[src/rtl/pipelined_shifter_if.sv]
// Valid/ready bus of the pipelined shift unit: one operation in, one tagged result out.
interface pipelined_shifter_if #(
    parameter int WIDTH = 32,
    parameter int TAG_W = 4
);
    localparam int SA_W = $clog2(WIDTH);

    logic             in_valid;
    logic             in_ready;
    logic [WIDTH-1:0] in_data;
    logic [SA_W-1:0]  in_sa;
    logic [2:0]       in_mode;
    logic [TAG_W-1:0] in_tag;
    logic             out_valid;
    logic             out_ready;
    logic [WIDTH-1:0] out_data;
    logic             out_carry;
    logic             out_zero;
    logic             out_illegal;
    logic [TAG_W-1:0] out_tag;

    modport master (
        output in_valid, in_data, in_sa, in_mode, in_tag, out_ready,
        input  in_ready, out_valid, out_data, out_carry, out_zero, out_illegal, out_tag
    );

    modport slave (
        input  in_valid, in_data, in_sa, in_mode, in_tag, out_ready,
        output in_ready, out_valid, out_data, out_carry, out_zero, out_illegal, out_tag
    );
endinterface

[src/rtl/pipelined_shifter.sv]
// Pipelined barrel shifter: SLL/SRL/SRA/ROL/ROR with carry-out, zero and illegal flags.
// log2(WIDTH) shift levels are split over PIPE register stages under one global stall.
module pipelined_shifter #(
    parameter int WIDTH = 32,
    parameter int PIPE  = 2,
    parameter int TAG_W = 4
) (
    input logic                 clk,
    input logic                 rst,
    pipelined_shifter_if.slave  bus
);
    localparam int SA_W = $clog2(WIDTH);
    localparam int GRP  = (SA_W + PIPE - 1) / PIPE;

    localparam logic [2:0] MODE_SLL = 3'b000;
    localparam logic [2:0] MODE_SRL = 3'b001;
    localparam logic [2:0] MODE_SRA = 3'b010;
    localparam logic [2:0] MODE_ROL = 3'b011;
    localparam logic [2:0] MODE_ROR = 3'b100;

    typedef struct packed {
        logic             valid;
        logic [WIDTH-1:0] data;
        logic [SA_W-1:0]  sa;
        logic [2:0]       mode;
        logic             sign;
        logic             carry;
        logic             illegal;
        logic [TAG_W-1:0] tag;
    } stage_t;

    stage_t stage_q [PIPE];
    stage_t stage_d [PIPE];
    logic   zero_q;
    logic   adv;

    // One shift level by s; carry is the last bit leaving the word at this level.
    function automatic logic [WIDTH:0] shift_level(input logic [WIDTH-1:0] d,
                                                   input logic [2:0]       mode,
                                                   input logic             sign,
                                                   input int               s);
        logic [WIDTH-1:0] r;
        logic [WIDTH-1:0] cbits;
        logic [WIDTH-1:0] fill;
        r     = d;
        cbits = '0;
        fill  = ~({WIDTH{1'b1}} >> s);
        case (mode)
            MODE_SLL: begin
                r     = d << s;
                cbits = d >> (WIDTH - s);
            end
            MODE_SRL: begin
                r     = d >> s;
                cbits = d >> (s - 1);
            end
            MODE_SRA: begin
                r     = (d >> s) | (sign ? fill : '0);
                cbits = d >> (s - 1);
            end
            MODE_ROL: begin
                r     = (d << s) | (d >> (WIDTH - s));
                cbits = d >> (WIDTH - s);
            end
            MODE_ROR: begin
                r     = (d >> s) | (d << (WIDTH - s));
                cbits = d >> (s - 1);
            end
            default: begin
                r     = d;
                cbits = '0;
            end
        endcase
        return {r, cbits[0]};
    endfunction

    assign adv          = !stage_q[PIPE-1].valid || bus.out_ready;
    assign bus.in_ready = adv;

    for (genvar p = 0; p < PIPE; p++) begin : g_stage
        stage_t src;
        stage_t cur;

        if (p == 0) begin : g_entry
            always_comb begin
                src         = '0;
                src.valid   = bus.in_valid;
                src.data    = bus.in_data;
                src.sa      = bus.in_sa;
                src.mode    = bus.in_mode;
                src.sign    = bus.in_data[WIDTH-1];
                src.carry   = 1'b0;
                src.illegal = (bus.in_mode > MODE_ROR);
                src.tag     = bus.in_tag;
            end
        end else begin : g_chain
            assign src = stage_q[p-1];
        end

        // Apply only the levels owned by this stage's group.
        always_comb begin
            cur = src;
            for (int k = 0; k < SA_W; k++) begin
                if (k >= p * GRP && k < (p + 1) * GRP && !cur.illegal &&
                    ((cur.sa >> k) & SA_W'(1)) != '0) begin
                    {cur.data, cur.carry} = shift_level(cur.data, cur.mode, cur.sign, 1 << k);
                end
            end
            stage_d[p] = cur;
        end

        always_ff @(posedge clk or posedge rst) begin
            if (rst) begin
                stage_q[p] <= '0;
            end else if (adv) begin
                stage_q[p] <= stage_d[p];
            end
        end
    end

    always_ff @(posedge clk or posedge rst) begin
        if (rst) begin
            zero_q <= 1'b0;
        end else if (adv) begin
            zero_q <= (stage_d[PIPE-1].data == '0);
        end
    end

    assign bus.out_valid   = stage_q[PIPE-1].valid;
    assign bus.out_data    = stage_q[PIPE-1].data;
    assign bus.out_carry   = stage_q[PIPE-1].carry;
    assign bus.out_zero    = zero_q;
    assign bus.out_illegal = stage_q[PIPE-1].illegal;
    assign bus.out_tag     = stage_q[PIPE-1].tag;
endmodule
[src/flat_wrapper.sv]
// flat-port wrapper written by rule: the top's interface ports become plain ports
module pipelined_shifter_flat 
#(
    parameter int WIDTH = 32,
    parameter int PIPE  = 2,
    parameter int TAG_W = 4
)
  (clk, rst, bus_in_valid, bus_in_data, bus_in_sa, bus_in_mode, bus_in_tag, bus_out_ready, bus_in_ready, bus_out_valid, bus_out_data, bus_out_carry, bus_out_zero, bus_out_illegal, bus_out_tag);
  pipelined_shifter_if #(.WIDTH(WIDTH), .TAG_W(TAG_W)) bus_i ();
  input logic clk;
  input logic rst;
  input wire logic [$bits(bus_i.in_valid)-1:0] bus_in_valid;
  input wire logic [$bits(bus_i.in_data)-1:0] bus_in_data;
  input wire logic [$bits(bus_i.in_sa)-1:0] bus_in_sa;
  input wire logic [$bits(bus_i.in_mode)-1:0] bus_in_mode;
  input wire logic [$bits(bus_i.in_tag)-1:0] bus_in_tag;
  input wire logic [$bits(bus_i.out_ready)-1:0] bus_out_ready;
  output wire logic [$bits(bus_i.in_ready)-1:0] bus_in_ready;
  output wire logic [$bits(bus_i.out_valid)-1:0] bus_out_valid;
  output wire logic [$bits(bus_i.out_data)-1:0] bus_out_data;
  output wire logic [$bits(bus_i.out_carry)-1:0] bus_out_carry;
  output wire logic [$bits(bus_i.out_zero)-1:0] bus_out_zero;
  output wire logic [$bits(bus_i.out_illegal)-1:0] bus_out_illegal;
  output wire logic [$bits(bus_i.out_tag)-1:0] bus_out_tag;
  assign bus_i.in_valid = bus_in_valid;
  assign bus_i.in_data = bus_in_data;
  assign bus_i.in_sa = bus_in_sa;
  assign bus_i.in_mode = bus_in_mode;
  assign bus_i.in_tag = bus_in_tag;
  assign bus_i.out_ready = bus_out_ready;
  assign bus_in_ready = bus_i.in_ready;
  assign bus_out_valid = bus_i.out_valid;
  assign bus_out_data = bus_i.out_data;
  assign bus_out_carry = bus_i.out_carry;
  assign bus_out_zero = bus_i.out_zero;
  assign bus_out_illegal = bus_i.out_illegal;
  assign bus_out_tag = bus_i.out_tag;
  pipelined_shifter #(.WIDTH(WIDTH), .PIPE(PIPE), .TAG_W(TAG_W)) u_core (.clk(clk), .rst(rst), .bus(bus_i));
endmodule
[config.mk]
export PLATFORM = sky130hd
export DESIGN_NAME = pipelined_shifter_flat
export DESIGN_NICKNAME = d
export VERILOG_FILES = /design/src/rtl/pipelined_shifter_if.sv /design/src/rtl/pipelined_shifter.sv /design/src/flat_wrapper.sv
export SDC_FILE = /design/constraint.sdc
export NUM_CORES = 1
export LEC_CHECK = 0
export ABC_AREA = 1
export BUFFER_PORTS_ARGS = -buffer_cell sky130_fd_sc_hd__buf_2
export CAP_MARGIN = 25
export CORE_UTILIZATION = 64
export DETAILED_ROUTE_END_ITERATION = 8
export PLACE_DENSITY = 0.95
export SETUP_SLACK_MARGIN = 0.2
export SLEW_MARGIN = 20
export SYNTH_ARGS = -nofsm -noshare
export SYNTH_HDL_FRONTEND = slang
export SYNTH_SLANG_ARGS = --single-unit
export TNS_END_PERCENT = 50
[constraint.sdc]
create_clock -name clk -period 3.6 [get_ports clk]
set_clock_uncertainty 0.05 [all_clocks]
set_input_delay 0.18 -clock clk [delete_from_list [all_inputs] [get_ports clk]]
set_output_delay 0.18 -clock clk [all_outputs]
set_load 0.1 [all_outputs]
==> results.toml <==
[drt]
wire_per_inst_um = 16.6
final_antenna_net_count = 0
via_per_inst = 6.03
drt-initial-drc-count = 1211
drc = 0
vias = 8262
drt_first_pass_iters = 8
drt-total-wl_mm = 22.8

[finish]
nFillCells = 894
final_net_count = 1277
antenna_cells = 0
seq_area_sq_um = 2130
drive_gt1_frac = 0.118
multi_input_area_sq_um = 4230
syn_to_final_growth_pct = 10.7
fin_cells = 1370

[sta]
finalSetupTns_ps = 0
hold_slack_ps = 1.24
fmax_ghz = 0.368
setup-violations-final = 0
worst_pin_slew_ps = 1010
hold_viol_final = 0
fin_crit_ps = 2720
maxSlewHeadroom = 0.326
rsz0062_at_grt = "false"
worst_slack_ps = 883
period_share = 0.755
slew_viol_final = 0

[min_path]
hp-class = "input pin to flop"
hold_path_depth = 3

[clocking]
root_buffer = "clkbuf_8"
clockBufferDepth = 2
clock-sinks = 85
path_clk_slew_ps = 90
htreeDepth = 3
cts_tree = "built"
clkLatencyLatePin_ps = 380
cts_buffers = 9
cts_resized = 0

[flow_run]
max_cap_viol_count = 0

[worst_setup_path]
critPathLaunchType = "flop"
crit_required_ps = 3870
path_max_fanout = 26
setup.worst_path.end_class = "flop"
crit_type = "flop to flop"
r2r_cells = 14
crit_arrival_ps = 2990

[yosys]
syn_inst = 1176
synth_seq_cells = 85
synth_top_flop_cell = "dfrtp_1"
synth_top_area_frac = 0.308
synth_common_cells = "458 x nand2_1, 219 x nand3_1, 85 x dfrtp_1, 77 x a21oi_1"
synth_top_area_cell = "dfrtp_1"
ys_warn_count = 0
async_reset_ff_frac = 1.00
synthTopCellsByArea = "dfrtp_1 31%, nand2_1 25%, nand3_1 16%"
syn_nets = 1224
ys_types = 26
synth_most_common_cell = "nand2_1"
syn_area_sq_um = 6910
yosysSeqAreaShare = 0.308
synth_edf_count = 0
synth_area_per_cell_sq_um = 5.87

[run_status]
status = "completed"

[global_routing]
antenna_found_initial = 0
overflow = 0
grt_pass1_wl_mm = 36.8
grt_pass1_vias = 7591
grt_max_degree = 110
track_usage = 0.421

[pwr]
ir_drop_v = 0.000670
leakagePower_nw = 4.04
power_density_nw_per_um2 = 631

[placement]
place_ws_ps = 1040
gp_congestion = 0.986
place_inst = 1346
hpwl_mm = 16.4
placement.io_buffers = 88

[floorplan]
initial_core_util = 0.666
std_cell_rows = 37
die_area_sq_um = 11200
ios = 89
core_sq_um = 10400
dieHeight_um = 106
die_w_um = 106
final timing paths:
check | startpoint | to | slack, ps
max in group asynchronous | rst | u_core.bus.out_data[31] | 2140
min reg2reg | u_core.g_stage[1].cur[47] | u_core.bus.out_valid | 430
max reg2reg | u_core.g_stage[1].cur[9] | u_core.bus.out_zero | 880
max | u_core.g_stage[1].cur[9] | u_core.bus.out_zero | 880
min | bus_in_sa[3] | u_core.g_stage[1].cur[13] | 1
min in group asynchronous | rst | u_core.bus.out_tag[0] | 440
per-stage QoR:
step | instance area (sq um) | power [mW] | utilization
after CTS | 7630 | 4.76 | 0.736
after global routing | 7650 | 5.06 | 0.737
after floorplan | 6910 | 3.47 | -
final | 7650 | 4.83 | 0.737
after global placement | 7350 | 3.98 | 0.709
after detailed placement | 7350 | 4.03 | 0.709
critical path, cell delays in order, from the launching register on:
cell and delay (ps):
dfrtp_1 500, inv_2 80, nand3_1 140, nand2_2 330, inv_2 130, nand2_1 410, nand3_1 240, nand2_1 70
nand2_1 140, nand2_1 90, nor2_1 120, nand2_1 70, nor2_1 140, nand2_1 70, nand2_1 60
power breakdown:
part / switching, mW / total (mW) / internal [mW] / leakage [nW]
combinational: 2.14 / 2.70 / 0.560 / 2.92
clock: 0.379 / 0.729 / 0.350 / 0.102
sequential: 0.208 / 1.40 / 1.19 / 1.01
per-layer routing:
metal  part of all wire  track usage  wire length, um  up-vias
met5                  0            0                0        -
met4              0.053        0.212             1200        0
met3               0.11       0.0915             2400      111
met2               0.46        0.680            10400      512
met1               0.39        0.530             8810     3678
li1                   -            -                -     3961
flip-flops by register name, indices dropped and copies added, names as in the netlist:
signal,count
u_core.bus.out_data,32
u_core.g_stage.cur,12
u_core.bus.out_carry,1
u_core.bus.out_zero,1
u_core.bus.out_valid,1
u_core.bus.out_illegal,1
u_core.bus.out_tag,4
u_core.g_stage.src,33
layout by cell type (no fill, tap or decap), types with 8 or more instances in the layout:
master / instances
a21oi_1: 77
a31oi_1: 14
buf_2: 88
buf_4: 15
clkbuf_8: 10
dfrtp_1: 85
inv_1: 57
inv_2: 8
nand2_1: 457
nand3_1: 219
nor2_1: 52
o21ai_0: 58
o21ai_1: 28
or2_1: 23
or2_2: 8
logic make-up after synthesis:
group                  after synthesis  share of synthesized area
buffers and inverters              137                     0.0808
AO/OA/AOI/OAI                      185                      0.139
flip-flops                          85                      0.308
AND/OR/NAND/NOR                    769                      0.472
area by class of cell:
cell class | instances | share of cell area
Inverter | 67 | 0.0331
Tap cell | 136 | 0.0223
Clock buffer | 11 | 0.0185
Clock inverter | 5 | 0.00867
Multi-Input combinational cell | 954 | 0.553
Sequential cell | 85 | 0.278
Timing Repair Buffer | 112 | 0.0861
repair_timing:
action	in CTS	in global routing
endpoints found under the hold margin	56	0
setup buffers	0	0
hold buffers	7	0
setup endpoints to repair	0	0
No activity file was read; power rests on OpenSTA's default activity.
